$ cat src/rtl/gestor_llamadas_asc_pkg.sv
// rtl/gestor_llamadas_asc_pkg.sv - shared encodings and defaults for the elevator call manager
// Purpose: car motion encodings, sweep state encoding and default floor count/width.
// Ports: none (package).
package asc_pkg;

  localparam int N_PISOS_DEF = 4;
  localparam int W_PISO_DEF  = 2;

  // Car motion as reported by the elevator FSM
  localparam logic [1:0] DIR_PARADO = 2'b00;
  localparam logic [1:0] DIR_SUBE   = 2'b01;
  localparam logic [1:0] DIR_BAJA   = 2'b10;

  // Sweep state, also exported on sentido_barrido
  typedef enum logic [1:0] {
    REPOSO   = 2'b00,
    SUBIENDO = 2'b01,
    BAJANDO  = 2'b10
  } barrido_e;

endpackage

$ cat src/rtl/gestor_llamadas_asc_if.sv
// rtl/gestor_llamadas_asc_if.sv - button, car status and target bundle for the call manager
// Purpose: groups the buttons, car status inputs and target/lamp outputs.
// Ports (signals):
//   boton_cabina/boton_subir/boton_bajar [N_PISOS] buttons, level
//   piso [W_PISO], direccion [2], puertas_abiertas : car status
//   pendientes [N_PISOS], piso_objetivo [W_PISO], objetivo_valido, sentido_barrido [2] : results
// Modports: slave = call manager, master = button panel / elevator FSM side.
interface gestor_llamadas_asc_if #(
  parameter int N_PISOS = asc_pkg::N_PISOS_DEF,
  parameter int W_PISO  = asc_pkg::W_PISO_DEF
) ();

  logic [N_PISOS-1:0] boton_cabina;
  logic [N_PISOS-1:0] boton_subir;
  logic [N_PISOS-1:0] boton_bajar;
  logic [W_PISO-1:0]  piso;
  logic [1:0]         direccion;
  logic               puertas_abiertas;
  logic [N_PISOS-1:0] pendientes;
  logic [W_PISO-1:0]  piso_objetivo;
  logic               objetivo_valido;
  logic [1:0]         sentido_barrido;

  modport slave (
    input  boton_cabina, boton_subir, boton_bajar,
    input  piso, direccion, puertas_abiertas,
    output pendientes, piso_objetivo, objetivo_valido, sentido_barrido
  );

  modport master (
    output boton_cabina, boton_subir, boton_bajar,
    output piso, direccion, puertas_abiertas,
    input  pendientes, piso_objetivo, objetivo_valido, sentido_barrido
  );

endinterface

$ cat src/rtl/gestor_llamadas_asc_detector_flanco.sv
// rtl/gestor_llamadas_asc_detector_flanco.sv - registered rising-edge detector for button vectors
// Purpose: registers each button once, then flags a 0->1 transition of that registered value.
// Ports:
//   clk, rst_n      : clock, async active-low reset
//   d [N]           : raw button levels
//   flanco [N]      : one-cycle pulse per press, aligned to the registered value
module detector_flanco_asc #(
  parameter int N = 4
) (
  input  logic         clk,
  input  logic         rst_n,
  input  logic [N-1:0] d,
  output logic [N-1:0] flanco
);

  logic [N-1:0] d_reg;
  logic [N-1:0] d_hist;

  always_ff @(posedge clk or negedge rst_n) begin
    if (!rst_n) begin
      d_reg  <= '0;
      d_hist <= '0;
    end else begin
      d_reg  <= d;
      d_hist <= d_reg;
    end
  end

  assign flanco = d_reg & ~d_hist;

endmodule

$ cat src/rtl/gestor_llamadas_asc.sv
// rtl/gestor_llamadas_asc.sv - elevator call latching and SCAN target selection
// Purpose: latches cabin/hall calls, clears the floor being served, runs a
//   REPOSO/SUBIENDO/BAJANDO sweep and registers the next target floor.
// Ports:
//   clk, rst_n  : clock, async active-low reset
//   bus (slave) : buttons, car status in; pendientes, piso_objetivo,
//                 objetivo_valido, sentido_barrido out
//   atenciones [8] : served-call counter, only with CONTADOR_ATENCIONES_EN defined
module gestor_llamadas_asc
  import asc_pkg::*;
#(
  parameter int N_PISOS = N_PISOS_DEF,
  parameter int W_PISO  = W_PISO_DEF
) (
  input  logic clk,
  input  logic rst_n,
`ifdef CONTADOR_ATENCIONES_EN
  output logic [7:0] atenciones,
`endif
  gestor_llamadas_asc_if.slave bus
);

  // Top floor has no "up" button, ground floor has no "down" button
  localparam logic [N_PISOS-1:0] MASK_SUB = {1'b0, {(N_PISOS-1){1'b1}}};
  localparam logic [N_PISOS-1:0] MASK_BAJ = {{(N_PISOS-1){1'b1}}, 1'b0};

  logic [N_PISOS-1:0] ev_cab, ev_sub, ev_baj;
  logic [N_PISOS-1:0] cab_q, sub_q, baj_q;
  logic [N_PISOS-1:0] cab_d, sub_d, baj_d;
  logic [N_PISOS-1:0] pend, pend_eff, clr;
  logic               above, below, here;
  int                 piso_i;
  logic               piso_ok;

  barrido_e           estado_q, estado_d;
  logic [W_PISO-1:0]  obj_q, obj_d;
  logic               valido_q, valido_d;

  // direccion is advisory: the sweep is driven purely by pending calls
  logic [1:0]         unused_dir;
  assign unused_dir = (bus.direccion == 2'b11) ? DIR_PARADO : bus.direccion;

  detector_flanco_asc #(.N(N_PISOS)) u_det_cab (
    .clk(clk), .rst_n(rst_n), .d(bus.boton_cabina), .flanco(ev_cab)
  );
  detector_flanco_asc #(.N(N_PISOS)) u_det_sub (
    .clk(clk), .rst_n(rst_n), .d(bus.boton_subir), .flanco(ev_sub)
  );
  detector_flanco_asc #(.N(N_PISOS)) u_det_baj (
    .clk(clk), .rst_n(rst_n), .d(bus.boton_bajar), .flanco(ev_baj)
  );

  assign piso_i  = int'(bus.piso);
  assign piso_ok = (piso_i < N_PISOS);

  // Open doors at a valid floor serve every call there, including a press
  // arriving in the same cycle
  always_comb begin
    clr = '0;
    if (bus.puertas_abiertas && piso_ok) begin
      clr[bus.piso] = 1'b1;
    end
  end

  assign cab_d = (cab_q | ev_cab) & ~clr;
  assign sub_d = (sub_q | (ev_sub & MASK_SUB)) & ~clr;
  assign baj_d = (baj_q | (ev_baj & MASK_BAJ)) & ~clr;

  always_ff @(posedge clk or negedge rst_n) begin
    if (!rst_n) begin
      cab_q <= '0;
      sub_q <= '0;
      baj_q <= '0;
    end else begin
      cab_q <= cab_d;
      sub_q <= sub_d;
      baj_q <= baj_d;
    end
  end

  assign pend     = cab_q | sub_q | baj_q;
  // The floor being served is never a candidate for the sweep
  assign pend_eff = pend & ~clr;

  always_comb begin
    above = 1'b0;
    below = 1'b0;
    here  = 1'b0;
    for (int i = 0; i < N_PISOS; i++) begin
      if (pend_eff[i]) begin
        if (i > piso_i) above = 1'b1;
        if (i < piso_i) below = 1'b1;
        if (i == piso_i) here = 1'b1;
      end
    end
  end

  // Sweep next-state
  always_comb begin
    estado_d = estado_q;
    if (piso_ok) begin
      case (estado_q)
        REPOSO: begin
          if (above)      estado_d = SUBIENDO;
          else if (below) estado_d = BAJANDO;
        end
        SUBIENDO: begin
          if (above || here) estado_d = SUBIENDO;
          else if (below)    estado_d = BAJANDO;
          else               estado_d = REPOSO;
        end
        BAJANDO: begin
          if (below || here) estado_d = BAJANDO;
          else if (above)    estado_d = SUBIENDO;
          else               estado_d = REPOSO;
        end
        default: estado_d = REPOSO;
      endcase
    end
  end

  // Target follows the direction the sweep is about to take
  always_comb begin
    obj_d    = obj_q;
    valido_d = 1'b0;
    if (piso_ok) begin
      case (estado_d)
        SUBIENDO: begin
          for (int i = N_PISOS - 1; i >= 0; i--) begin
            if (pend_eff[i] && (i >= piso_i)) begin
              obj_d    = W_PISO'(i);
              valido_d = 1'b1;
            end
          end
        end
        BAJANDO: begin
          for (int i = 0; i < N_PISOS; i++) begin
            if (pend_eff[i] && (i <= piso_i)) begin
              obj_d    = W_PISO'(i);
              valido_d = 1'b1;
            end
          end
        end
        default: begin
          if (here) begin
            obj_d    = bus.piso;
            valido_d = 1'b1;
          end
        end
      endcase
    end
  end

  always_ff @(posedge clk or negedge rst_n) begin
    if (!rst_n) begin
      estado_q <= REPOSO;
      obj_q    <= '0;
      valido_q <= 1'b0;
    end else begin
      estado_q <= estado_d;
      obj_q    <= obj_d;
      valido_q <= valido_d;
    end
  end

  assign bus.pendientes      = pend;
  assign bus.piso_objetivo   = obj_q;
  assign bus.objetivo_valido = valido_q;
  assign bus.sentido_barrido = estado_q;

`ifdef CONTADOR_ATENCIONES_EN
  logic servicio;
  assign servicio = bus.puertas_abiertas && piso_ok && pend[bus.piso];

  always_ff @(posedge clk or negedge rst_n) begin
    if (!rst_n) begin
      atenciones <= 8'd0;
    end else if (servicio) begin
      atenciones <= atenciones + 8'd1;
    end
  end
`endif

endmodule

$ cat src/flat_wrapper.sv
// flat-port wrapper written by rule: the top's interface ports become plain ports
module gestor_llamadas_asc_flat import asc_pkg::*;
#(
  parameter int N_PISOS = N_PISOS_DEF,
  parameter int W_PISO  = W_PISO_DEF
)
  (clk, rst_n, bus_boton_cabina, bus_boton_subir, bus_boton_bajar, bus_piso, bus_direccion, bus_puertas_abiertas, bus_pendientes, bus_piso_objetivo, bus_objetivo_valido, bus_sentido_barrido);
  gestor_llamadas_asc_if #(.N_PISOS(N_PISOS), .W_PISO(W_PISO)) bus_i ();
  input  logic clk;
  input  logic rst_n;
  input wire logic [$bits(bus_i.boton_cabina)-1:0] bus_boton_cabina;
  input wire logic [$bits(bus_i.boton_subir)-1:0] bus_boton_subir;
  input wire logic [$bits(bus_i.boton_bajar)-1:0] bus_boton_bajar;
  input wire logic [$bits(bus_i.piso)-1:0] bus_piso;
  input wire logic [$bits(bus_i.direccion)-1:0] bus_direccion;
  input wire logic [$bits(bus_i.puertas_abiertas)-1:0] bus_puertas_abiertas;
  output wire logic [$bits(bus_i.pendientes)-1:0] bus_pendientes;
  output wire logic [$bits(bus_i.piso_objetivo)-1:0] bus_piso_objetivo;
  output wire logic [$bits(bus_i.objetivo_valido)-1:0] bus_objetivo_valido;
  output wire logic [$bits(bus_i.sentido_barrido)-1:0] bus_sentido_barrido;
  assign bus_i.boton_cabina = bus_boton_cabina;
  assign bus_i.boton_subir = bus_boton_subir;
  assign bus_i.boton_bajar = bus_boton_bajar;
  assign bus_i.piso = bus_piso;
  assign bus_i.direccion = bus_direccion;
  assign bus_i.puertas_abiertas = bus_puertas_abiertas;
  assign bus_pendientes = bus_i.pendientes;
  assign bus_piso_objetivo = bus_i.piso_objetivo;
  assign bus_objetivo_valido = bus_i.objetivo_valido;
  assign bus_sentido_barrido = bus_i.sentido_barrido;
  gestor_llamadas_asc #(.N_PISOS(N_PISOS), .W_PISO(W_PISO)) u_core (.clk(clk), .rst_n(rst_n), .bus(bus_i));
endmodule
$ cat config.mk
export PLATFORM = sky130hd
export DESIGN_NAME = gestor_llamadas_asc_flat
export DESIGN_NICKNAME = d
export VERILOG_FILES = /design/src/rtl/gestor_llamadas_asc_pkg.sv /design/src/rtl/gestor_llamadas_asc_if.sv /design/src/rtl/gestor_llamadas_asc_detector_flanco.sv /design/src/rtl/gestor_llamadas_asc.sv /design/src/flat_wrapper.sv
export SDC_FILE = /design/constraint.sdc
export NUM_CORES = 1
export LEC_CHECK = 0
export ABC_AREA = 1
export CAP_MARGIN = 20
export CORE_MARGIN = 8
export CORE_UTILIZATION = 30
export CTS_CLUSTER_DIAMETER = 60
export CTS_CLUSTER_SIZE = 40
export DETAILED_ROUTE_END_ITERATION = 8
export SLEW_MARGIN = 30
export SYNTH_ARGS = -nofsm -noshare
export SYNTH_HDL_FRONTEND = slang
export SYNTH_SLANG_ARGS = --single-unit
export TNS_END_PERCENT = 100
$ cat constraint.sdc
create_clock -name clk -period 2 [get_ports clk]
set_clock_uncertainty 0.15 [all_clocks]
set_input_delay 0.4 -clock clk [delete_from_list [all_inputs] [get_ports clk]]
set_output_delay 0.4 -clock clk [all_outputs]
set_load 0.01 [all_outputs]
; ---- Word-level counts from Yosys, hierarchy flattened
; Cells that the tools add are included.
[totals]
latchBits = 0
n_memories = 0
input_bits = 19
wordCells = 128
output_inout_bits = 9
romBits = 0
register_bits = 39
ram_bits = 0
[op_classes]
n_shift = 0
add_sub_neg = 0
magnitude_cmp = 19
muxes = 56
reduce_logical = 16
bitwise = 16
multipliers = 0
n_eq_ne = 9
div_mod_pow = 0
[op_table]
columns = operator, n
row1 = 2-to-1 mux 1 bit, 36
row2 = logical NOT 32 bit, 1
row3 = 2-to-1 mux 2 bit, 15
row4 = bitwise AND 4 bit, 6
row5 = bitwise OR 4 bit, 4
row6 = NOT 4 bit, 3
row7 = logical AND 1 bit, 10
row8 = != test 5 x 1 -> 1 bit (second input constant), 2
row9 = < comparator 2 x 3 -> 1 bit (second input constant), 2
row10 = case mux 2 bit (3 select lines), 1
row11 = == test 2 x 1 -> 1 bit (second input constant), 2
row12 = == test 2 bit (first input constant), 2
row13 = == test 2 bit (second input constant), 2
row14 = >= comparator 1 x 2 -> 1 bit (first input constant), 2
row15 = >= comparator 2 bit (first input constant), 2
row16 = > comparator 1 x 2 -> 1 bit (first input constant), 2
row17 = > comparator 2 bit (first input constant), 2
row18 = less-or-equal comparator 1 x 2 -> 1 bit (first input constant), 2
row19 = less-or-equal comparator 2 bit (first input constant), 2
row20 = < comparator 1 x 2 -> 1 bit (first input constant), 2
row21 = < comparator 2 bit (first input constant), 2
row22 = 2-to-1 mux 4 bit, 1
row23 = bitwise OR 4 x 3 -> 4 bit, 1
row24 = case mux 2 bit (2 select lines), 1
row25 = 10 further kinds, 11

; ---- Logic depth before layout (Yosys ltp)
; Gate-level depths: netlist of run 1.
[logic_depth]
depth_word = 21
mapped_depth = 17
ltp_nobuf = 17

; ---- By module
; Synthesis of run 1 repeated with hierarchy kept, for this count alone.
[hier_totals]
hier_cells = 192
area_unflattened_um2 = 1778.0
[modules_own_cells]
columns = mod, n_inst, seq_area_each_um2, cells_per_inst, area_per_inst_um2
row1 = gestor_llamadas_asc, 1, 425.4, 144, 1057.3
row2 = detector_flanco_asc, 3, 200.2, 16, 240.2

; ---- Worst setup path before layout of run 1
; No wires, ideal clock.
[synth_path]
path_type = input -> register
start = input bus_piso[1]
end = register u_core.obj_q[0] (netlist: u_core.bus.piso_objetivo[0])
setup_ps = 65
slack_ps = -51
arrival_ps = 1836
required_ps = 1785
n_path_buf = 0
path_stages = 14
path_cell_list = nor2_1 nand3_1 nand2_1 inv_1 nand2_2 nand2_1 nand2_1 nand3_1 ha_1 inv_1 nor2_2 nor2_1 nand3_1 nand2_1
[synth_between]
elab_chain_len = 21
elab_cells_between_ends = 85
classes_between = order compare: 19 / eq/ne: 7 / mux: 42 / bitwise: 2 / reduce/logical: 15
[synth_lines]
columns = item, line_no
row1 = start: declaration, flat_wrapper.sv:14  ; input wire logic [$bits(bus_i.piso)-1:0] bus_piso;
row2 = < comparator 2 x 3 -> 1 bit or >= comparator 2 x 1 -> 1 bit (tied branches), "gestor_llamadas_asc.sv:54, gestor_llamadas_asc.sv:61"
row3 = logical AND 1 bit (implied by the code), gestor_llamadas_asc.sv:61  ; clr[bus.piso] = 1'b1;
row4 = 2-to-1 mux 1 bit (implied by the code), gestor_llamadas_asc.sv:61
row5 = demux 1 bit (select 2 bit), --
row6 = 2-to-1 mux 4 bit, gestor_llamadas_asc.sv:60  ; if (bus.puertas_abiertas && piso_ok) begin
row7 = NOT 4 bit, gestor_llamadas_asc.sv:83  ; assign pend_eff = pend & ~clr;
row8 = bitwise AND 4 bit, gestor_llamadas_asc.sv:83
row9 = 2-to-1 mux 1 bit, gestor_llamadas_asc.sv:90  ; if (pend_eff[i]) begin
row10 = [... 5 more ...], --
row11 = 2-to-1 mux 1 bit, gestor_llamadas_asc.sv:90
row12 = "2-to-1 mux 1 bit, or another cell as far along", gestor_llamadas_asc.sv:114  ; else if (above) estado_d = SUBIENDO;
row13 = 2-to-1 mux 2 bit (on tied branches), "gestor_llamadas_asc.sv:113, gestor_llamadas_asc.sv:104, gestor_llamadas_asc.sv:108"
row14 = case mux 2 bit (3 select lines), gestor_llamadas_asc.sv:102  ; case (estado_q)
row15 = 2-to-1 mux 2 bit, gestor_llamadas_asc.sv:101  ; if (piso_ok) begin
row16 = == test 2 bit or == test 2 x 1 -> 1 bit (tied branches), gestor_llamadas_asc.sv:127  ; case (estado_d)
row17 = != test 5 x 1 -> 1 bit (no source line) or nonzero test 3 bit (tied branches), --
row18 = AND reduction 4 bit (no source line), --
row19 = end signal: assignment, gestor_llamadas_asc.sv:161  ; obj_q <= obj_d;
row20 = end: declaration, gestor_llamadas_asc.sv:36  ; logic [W_PISO-1:0] obj_q, obj_d;
; Several ways; a longest one is shown, not always the timed one.
; A chain may end at the register's enable or synchronous reset.

; ---- Final worst setup path of run 1
[layout_path]
start = register u_core.sub_q[1]
end = register u_core.obj_q[1] (netlist: u_core.bus.piso_objetivo[1])
[layout_between]
elab_chain_len = 15
elab_cells_between_ends = 42
classes_between = eq/ne: 4 / mux: 29 / bitwise: 3 / reduce/logical: 6
[layout_lines]
columns = item, line_no
row1 = start: declaration, gestor_llamadas_asc.sv:28  ; logic [N_PISOS-1:0] cab_q, sub_q, baj_q;
row2 = start signal: assignment, gestor_llamadas_asc.sv:76  ; sub_q <= sub_d;
row3 = bitwise OR 4 bit * (2 in a row), gestor_llamadas_asc.sv:81  ; assign pend = cab_q | sub_q | baj_q;
row4 = bitwise AND 4 bit *, gestor_llamadas_asc.sv:83
row5 = 2-to-1 mux 1 bit, gestor_llamadas_asc.sv:90
row6 = 2-to-1 mux 1 bit (on tied branches), "gestor_llamadas_asc.sv:92, gestor_llamadas_asc.sv:91, gestor_llamadas_asc.sv:93"
row7 = 2-to-1 mux 1 bit, gestor_llamadas_asc.sv:90
row8 = 2-to-1 mux 1 bit (on tied branches), "gestor_llamadas_asc.sv:92, gestor_llamadas_asc.sv:91, gestor_llamadas_asc.sv:93"
row9 = 2-to-1 mux 1 bit, gestor_llamadas_asc.sv:90
row10 = "2-to-1 mux 2 bit, or another cell as far along", gestor_llamadas_asc.sv:109  ; else if (below) estado_d = BAJANDO;
row11 = 2-to-1 mux 2 bit (on tied branches), "gestor_llamadas_asc.sv:108, gestor_llamadas_asc.sv:104, gestor_llamadas_asc.sv:113"
row12 = case mux 2 bit (3 select lines) *, gestor_llamadas_asc.sv:102
row13 = 2-to-1 mux 2 bit *, gestor_llamadas_asc.sv:101
row14 = named net u_core.estado_d[1], gestor_llamadas_asc.sv:35  ; barrido_e estado_q, estado_d;
row15 = == test 2 bit or == test 2 x 1 -> 1 bit (tied branches), gestor_llamadas_asc.sv:127
row16 = != test 5 x 1 -> 1 bit (no source line) or nonzero test 3 bit (tied branches), --
row17 = AND reduction 4 bit (no source line), --
; The timed path passes the listed nets; every way through them passes the cells marked *.

==> results of run 1 <==
==> synth_stat cells <==
library cell / n / area, sq um
sky130_fd_sc_hd__nand2_2: 3 / 18.8
sky130_fd_sc_hd__dfrtp_1: 37 / 926
sky130_fd_sc_hd__nand4_1: 3 / 18.8
sky130_fd_sc_hd__a21oi_1: 4 / 20.0
sky130_fd_sc_hd__ha_1: 2 / 25.0
sky130_fd_sc_hd__nand3_1: 16 / 80.1
sky130_fd_sc_hd__inv_2: 1 / 3.75
sky130_fd_sc_hd__nor2_1: 11 / 41.3
sky130_fd_sc_hd__nand2_1: 47 / 176
sky130_fd_sc_hd__nand3_2: 3 / 30.0
sky130_fd_sc_hd__nor2_2: 2 / 12.5
sky130_fd_sc_hd__o21ai_0: 13 / 65.1
sky130_fd_sc_hd__nor2b_1: 1 / 6.26
sky130_fd_sc_hd__inv_1: 38 / 143
==> layout make-up <==
| class | instances | area (sq um) | area share |
|---|---|---|---|
| sequential | 37 | 926 | 0.378 |
| multi-input combinational | 105 | 647 | 0.264 |
| timing repair buffer | 62 | 510 | 0.208 |
| inverter | 39 | 146 | 0.0597 |
| tap | 70 | 87.6 | 0.0357 |
| clock buffer | 5 | 68.8 | 0.0281 |
| clock inverter | 3 | 65.1 | 0.0265 |
==> path summary, 6_finish.rpt <==
path,slack (ns),cells after the start,start,endpoint
setup reg to reg,-0.12,14,u_core.sub_q[1],u_core.bus.piso_objetivo[1]
max in group asynchronous,0.86,3,rst_n,u_core.u_det_sub.d_reg[1]
setup / recovery,-0.12,14,u_core.sub_q[1],u_core.bus.piso_objetivo[1]
hold reg to reg,0.23,0,u_core.u_det_cab.d_reg[3],u_core.u_det_cab.d_hist[3]
min in group asynchronous,0.52,3,rst_n,u_core.u_det_baj.d_reg[3]
hold / removal,0.23,0,u_core.u_det_cab.d_reg[3],u_core.u_det_cab.d_hist[3]
==> through the flow <==
step / cells / power [mW] / util / setup slack, ns
CTS: 314 / 2.38 / 0.461 / -0.0509
global placement: 297 / 1.49 / 0.407 / -0.793
global route: 321 / 2.56 / 0.483 / -0.262
finish: 321 / 2.42 / 0.483 / -0.123
detailed placement: 297 / 1.49 / 0.407 / -0.791
floorplan: 181 / 1.23 / - / 0.00789
==> cell usage in the layout (no fill, tap or decap), types with 2 or more instances in the layout <==
cell / Yosys / routed
sky130_fd_sc_hd__a21oi_1: 4 / 2
sky130_fd_sc_hd__a21oi_2: 0 / 2
sky130_fd_sc_hd__buf_2: 0 / 3
sky130_fd_sc_hd__buf_4: 0 / 36
sky130_fd_sc_hd__buf_6: 0 / 2
sky130_fd_sc_hd__bufinv_16: 0 / 2
sky130_fd_sc_hd__clkbuf_8: 0 / 5
sky130_fd_sc_hd__clkdlybuf4s50_1: 0 / 15
sky130_fd_sc_hd__dfrtp_1: 37 / 37
sky130_fd_sc_hd__dlygate4sd2_1: 0 / 3
sky130_fd_sc_hd__inv_1: 38 / 35
sky130_fd_sc_hd__inv_2: 1 / 4
sky130_fd_sc_hd__nand2_1: 47 / 40
sky130_fd_sc_hd__nand2_2: 3 / 9
sky130_fd_sc_hd__nand3_1: 16 / 5
sky130_fd_sc_hd__nand3_2: 3 / 10
sky130_fd_sc_hd__nand3_4: 0 / 4
sky130_fd_sc_hd__nand4_1: 3 / 3
sky130_fd_sc_hd__nor2_1: 11 / 6
sky130_fd_sc_hd__nor2_2: 2 / 5
sky130_fd_sc_hd__nor2_4: 0 / 2
sky130_fd_sc_hd__o21ai_0: 13 / 11
sky130_fd_sc_hd__o21ai_1: 0 / 2
==> per-layer routing <==
metal  track usage  share of wire  vias up
li1              -              -      692
met1         0.104           0.42      679
met2         0.184           0.53       31
met3        0.0306          0.035        7
met4        0.0538          0.021        0
met5             0              0        -
==> timing repair <==
action                                 4_1_cts  5_1_grt
endpoints found under the hold margin        8        0
resized for setup                           38       18
buffers inserted                             8        7
hold buffers                                 1        0
pin swaps                                   29       15
setup endpoints to repair                    7        4
==> worst reg2reg max path: stages, from the launching register on <==
cell                      delay (ns)
sky130_fd_sc_hd__dfrtp_1        0.39
sky130_fd_sc_hd__nor2_2         0.16
sky130_fd_sc_hd__nand2_4        0.10
sky130_fd_sc_hd__nand3_2        0.09
sky130_fd_sc_hd__nand4_1        0.21
sky130_fd_sc_hd__nand3_2        0.15
sky130_fd_sc_hd__nand3_2        0.12
sky130_fd_sc_hd__ha_4           0.19
sky130_fd_sc_hd__buf_4          0.13
sky130_fd_sc_hd__nand2_1        0.07
sky130_fd_sc_hd__nand2_1        0.05
sky130_fd_sc_hd__nand2_1        0.05
sky130_fd_sc_hd__o21ai_1        0.06
sky130_fd_sc_hd__nand2_1        0.06
sky130_fd_sc_hd__nand2_1        0.04
==> report_power, final <==
part | switching [mW] | internal (mW)
Sequential | 0.0506 | 0.840
Combinational | 0.389 | 0.379
Clock | 0.268 | 0.495
Total | 0.707 | 1.71
==> logic make-up (layout without fill, tap and decap cells) <==
group	count (synthesis)	in the layout	share of synthesized area
simple gates	86	86	0.245
buf+inv	39	109	0.0935
flops	37	37	0.591
compound gates	17	17	0.0543
fa+ha+maj	2	2	0.0160
==> impl_results.md, run 1 <==
* Status: finished with violations
* Violated checks: negative setup slack
* Total negative setup slack at -0.256 ns
* Floorplan die width at 88.3 um
* Initial DRT Pass Iterations at 4
* PortBufs at 23
* Number of max-slew violations in the final report at 0
* Count of max-cap constraint violations at 0
* CTS max path bufs at 2
* First-pass GRT wire length at 6100 um
* Cells along the critical path: nor2_2 -> nand2_4 -> nand3_2 -> nand4_1 -> nand3_2 -> nand3_2 -> ha_4 -> buf_4 -> nand2_1 -> nand2_1 -> nand2_1 -> o21ai_1 -> nand2_1 -> nand2_1
* GRT Resource Usage Total at 0.102
* Fraction of layout cells with a size suffix above 1 at 0.359
* Cell count after synthesis at 181
* Post-CTS clock slew at the launch and capture registers of the worst setup and hold paths at 0.08 ns
* Initial DRC count at 57
* Tightest Pin Transition at 0.452 ns
* Highest-delay cell along the critical path: sky130_fd_sc_hd__dfrtp_1
* Starting density of the core at 0.309
* Total via count after detailed routing at 1409
* Number of global-route vias before repair at 1418
* CP top delay family: simple AND/OR/NAND/NOR gates
* Required @ worst endpoint at 2.04 ns
* RSZ-0062 raised after global routing: true
* Clock latency at the later pin of the worst-skew pair at 0.29 ns
* Clock sink count at 37
* Vertical extent of the die at 88.3 um
* Final worst path period need at 2.12 ns
* Number of fill cells in the layout at 505
* Power per unit of standard cell area at 988 nW/um^2
* Arr. time, crit path at 2.17 ns
* Net count, final at 271
* Level count of the clock H-tree at 2
* Number of antenna violations at the first check in global routing at 0
* Cell Area, Placed at 2060 sq um
* Peak supply drop at 0.526 mV
* Maximum clock frequency at 471 MHz
* Clock tree from TritonCTS: built
* Final worst-path setup slack at -0.123 ns
* DR DRC count at 0
* Average cell area after synthesis at 8.65 sq um
* CTS root buffer: sky130_fd_sc_hd__clkbuf_8
* Worst min-delay path class: reg -> reg
* Post-synthesis instance area at 1570 sq um
* Count of yosys warnings during synthesis at 0
* Final setup violation count at 3
* Number of vias per cell at 4.39
* Total CTS buffers at 5
* Seq/Total Area, Yosys at 0.591
* Largest stage delay on the critical path at 0.39 ns
* Number of distinct library cells after synthesis at 14
* Leakage power summed over all cells at 1.28 nW
* Diode count at 0
* Final Hold Slack at 0.226 ns
* Number of nets with antenna violations after detailed routing at 0
* Largest fanout on the critical path at 5
* Library cell appearing most often on the critical path: sky130_fd_sc_hd__nand2_1
* Class of the most critical setup path: reg -> reg
* Sum of routed wire length over all layers at 3630 um
* Overall die area at 7790 sq um
* Number of synthesized register bits at 37
* Final critical-path share of the clock period at 1.06
* Final hold violation count at 0
* Pin count of the biggest net entering global routing at 38
* Total non-filler cell area in the finished layout at 2450 sq um
* Global route overflow at 0
* Number of ports placed on the die boundary at 28
* Detailed Place HPWL at 2470 um
* Buffer and inverter count on the worst path at 1
* Average wire length per cell after detail routing at 11.3 um
* Final Wtd Congestion at 0.898
* Post-Synthesis Net Count at 202
* Sort of element at the start of the critical path: register
* Area delta synth->final at 56.5%
* Worst setup EP type: register
* Max transition margin at 0.699
* CORE AREA at 5070 sq um
* Standard-cell row count at 26
Power figures use the tool's default switching activity.
==> run 2, diff against run 1 <==
- PLACE_DENSITY: default -> 0.48
- SYNTH_HIERARCHICAL: default -> 1
==> impl_results.md, run 2 <==
* Total via count after detailed routing at 1367 (-3.0%)
* Total non-filler cell area in the finished layout at 2560 sq um (+4.6%)
* R2R Path Start: u_core/sub_q[2]
* Final critical-path share of the clock period at 1.03 (-0.0287)
* Final core area utilization at 0.474 (-0.00868)
* Max transition margin at 0.738 (+0.0393)
* Sum of routed wire length over all layers at 3550 um (-2.2%)
* Level count of the clock H-tree at 2 (unchanged)
* Number of global-route vias before repair at 1422 (+0.28%)
* Count of yosys warnings during synthesis at 6 (+6)
* Global route overflow at 0 (unchanged)
* Starting density of the core at 0.307 (-0.00197)
* Clk pwr share at 0.252 (-0.063)
* Worst slack after detailed placement at -0.734 ns (+0.0575 ns)
* Number of standard cells in the final layout excluding fillers at 326 (+1.6%)
* Post-Synthesis Net Count at 205 (+1.5%)
* Initial DRT Pass Iterations at 6 (+2)
* Peak supply drop at 0.472 mV (-10%)
* Number of max-slew violations in the final report at 0 (unchanged)
* Post-CTS clock slew at the launch and capture registers of the worst setup and hold paths at 0.07 ns (about the same)
* Clock sink count at 37 (unchanged)
* Worst min-delay path class: reg -> reg
* Most frequent cells in the layout: 37 x sky130_fd_sc_hd__buf_4, 37 x sky130_fd_sc_hd__dfrtp_1, 27 x sky130_fd_sc_hd__inv_1
* Worst reg2reg path endpoint: u_core/bus.piso_objetivo[1]
* Worst setup EP type: register
* Number of ports placed on the die boundary at 28 (unchanged)
* Largest fanout on the critical path at 6 (+1)
* Critical hold path startpoint: u_core/u_det_baj/d_reg[1]
* Overall die area at 8160 sq um (+4.8%)
* CORE AREA at 5410 sq um (+6.5%)
* Average cell area after synthesis at 9.01 sq um (+4.1%)
* Leakage power summed over all cells at 1.29 nW (+0.77%)
* Initial DRC count at 72 (+26%)
* Cell count after synthesis at 184 (+1.7%)
* Sequential Power Share at 0.434 (+0.066)
* First-pass GRT wire length at 6250 um (+2.5%)
* RSZ-0062 raised after global routing: true
* Maximum clock frequency at 484 MHz (+2.8%)
* Average wire length per cell after detail routing at 10.9 um (-3.7%)
* Net count, final at 275 (+1.5%)
* Tightest Pin Transition at 0.393 ns (-0.0589 ns)
* Combinational share of power at 0.314 (-0.003)
* Final hold violation count at 0 (unchanged)
* Number of vias per cell at 4.19 (-4.5%)
* Class of the most critical setup path: reg -> reg
* Arr. time, crit path at 2.09 ns (-0.08 ns)
* Diode count at 0 (unchanged)
* Number of nets with antenna violations after detailed routing at 0 (unchanged)
* Required @ worst endpoint at 2.03 ns (about the same)
* Detailed Place HPWL at 2490 um (+0.87%)
* Clock latency at the later pin of the worst-skew pair at 0.28 ns (about the same)
* Number of antenna violations at the first check in global routing at 0 (unchanged)
* Depth of the most critical reg-to-reg path at 13 (-1)
* Number of fill cells in the layout at 519 (+2.8%)
* Worst hold stages at 0 (unchanged)
* Post-synthesis instance area at 1660 sq um (+5.8%)
* Total CTS buffers at 5 (unchanged)
* Vertical extent of the die at 90.3 um (+2.4%)
* Setup slack, reg-to-reg at -0.07 ns (+0.06 ns)
* CTS max path bufs at 2 (unchanged)
* DR DRC count at 0 (unchanged)
* Pin count of the biggest net entering global routing at 23 (-39%)
* Total placed cells including tap cells at 300 (+1.0%)
* Cell Area, Placed at 2190 sq um (+6.1%)
* Area delta synth->final at 54.6%
* Sort of element at the start of the critical path: register
* Switching fraction of total power at 0.300 (+0.00777)
* Count of max-cap constraint violations at 0 (unchanged)
* PortBufs at 23 (unchanged)
* Worst-case hold path end point: u_core/u_det_baj/d_hist[1]
* Final worst path period need at 2.07 ns (-0.0573 ns)
* CTS root buffer: sky130_fd_sc_hd__clkbuf_8
* Internal power at 1.43 mW (-16%)
* Final Hold Slack at 0.224 ns (-0.00194 ns)
* Final Wtd Congestion at 0.852 (-5.2%)
* Final worst-path setup slack at -0.0655 ns (+0.0573 ns)
* Status: finished with violations
* Violated checks: negative setup slack
* Fraction of layout cells with a size suffix above 1 at 0.469 (+0.110)
* Final setup violation count at 3 (unchanged)
* Power per unit of standard cell area at 797 nW/um^2 (-19%)
* Floorplan die width at 90.3 um (+2.4%)
* GRT Resource Usage Total at 0.0941 (-0.00823)
* Standard-cell row count at 27 (+3.8%)
* Clock tree from TritonCTS: built
* Switching power of the nets at 613 uW (-13%)
[run 2: critical path: stages (launching register included)]
cell and delay [ns]:
sky130_fd_sc_hd__dfrtp_1 0.40, sky130_fd_sc_hd__nor2_2 0.16, sky130_fd_sc_hd__nand2_4 0.11, sky130_fd_sc_hd__nand2_2 0.09
sky130_fd_sc_hd__nand2_2 0.05, sky130_fd_sc_hd__a21oi_2 0.15, sky130_fd_sc_hd__nand4_1 0.13, sky130_fd_sc_hd__nand3_2 0.15
sky130_fd_sc_hd__inv_2 0.06, sky130_fd_sc_hd__ha_4 0.19, sky130_fd_sc_hd__nand3_2 0.07, sky130_fd_sc_hd__nand2_1 0.05
sky130_fd_sc_hd__mux2i_1 0.15, sky130_fd_sc_hd__o21ai_2 0.06
[run 2: how the worst max path moves through the flow]
| stage | startpoint | end | slack, ns | cells past startpoint |
|---|---|---|---|---|
| 5_1_grt | u_core/sub_q[2] | u_core/bus.piso_objetivo[0] | -0.18 | 15 |
| 3_5_place_dp | bus_puertas_abiertas | u_core/bus.piso_objetivo[1] | -0.73 | 13 |
| 4_1_cts | u_core/baj_q[1] | u_core/bus.piso_objetivo[1] | -0.05 | 13 |
| 2_1_floorplan | bus_piso[1] | u_core/bus.piso_objetivo[0] | 0.003 | 16 |
| 6_report | u_core/sub_q[2] | u_core/bus.piso_objetivo[1] | -0.07 | 13 |
| 3_3_place_gp | bus_puertas_abiertas | u_core/bus.piso_objetivo[1] | -0.73 | 13 |
[run 2: metal layers]
| layer | global-route usage | up-vias | routed length [um] | part of all wire |
|---|---|---|---|---|
| met4 | 0.0416 | 0 | 43 | 0.012 |
| li1 | - | 701 | - | - |
| met5 | 0 | - | 0 | 0 |
| met2 | 0.156 | 24 | 1760 | 0.50 |
| met3 | 0.0333 | 4 | 156 | 0.044 |
| met1 | 0.107 | 638 | 1590 | 0.45 |
[run 2: metrics by stage]
step	power (mW)	TNS, ns
after floorplan	1.19	0
after global placement	1.43	-2.48
after detailed placement	1.43	-2.47
after CTS	2.01	-0.0849
after global routing	2.19	-0.514
final	2.04	-0.144
[run 2: timing repair]
item | 4_1_cts | 5_1_grt
hold endpoints to repair | 15 | 0
pin swaps | 17 | 25
hold buffers | 1 | 0
gates resized for setup | 33 | 29
endpoints found under the setup margin | 6 | 7
buffers inserted | 12 | 6
[run 2: power by group through the flow]
stage	clock network (mW)	registers [mW]	logic, mW
floorplan	0	0.905	0.284
global placement	0	0.894	0.536
detailed placement	0	0.893	0.539
CTS	0.551	0.879	0.580
global route	0.581	0.896	0.718
finish	0.515	0.886	0.643
[run 2: area by class of cell]
cell class | count | area, sq um | area share
timing repair buffer | 64 | 542 | 0.211
sequential | 37 | 926 | 0.361
clock buffer | 7 | 86.3 | 0.0337
tap | 72 | 90.1 | 0.0351
multi-input combinational | 108 | 767 | 0.299
inverter | 38 | 153 | 0.0595
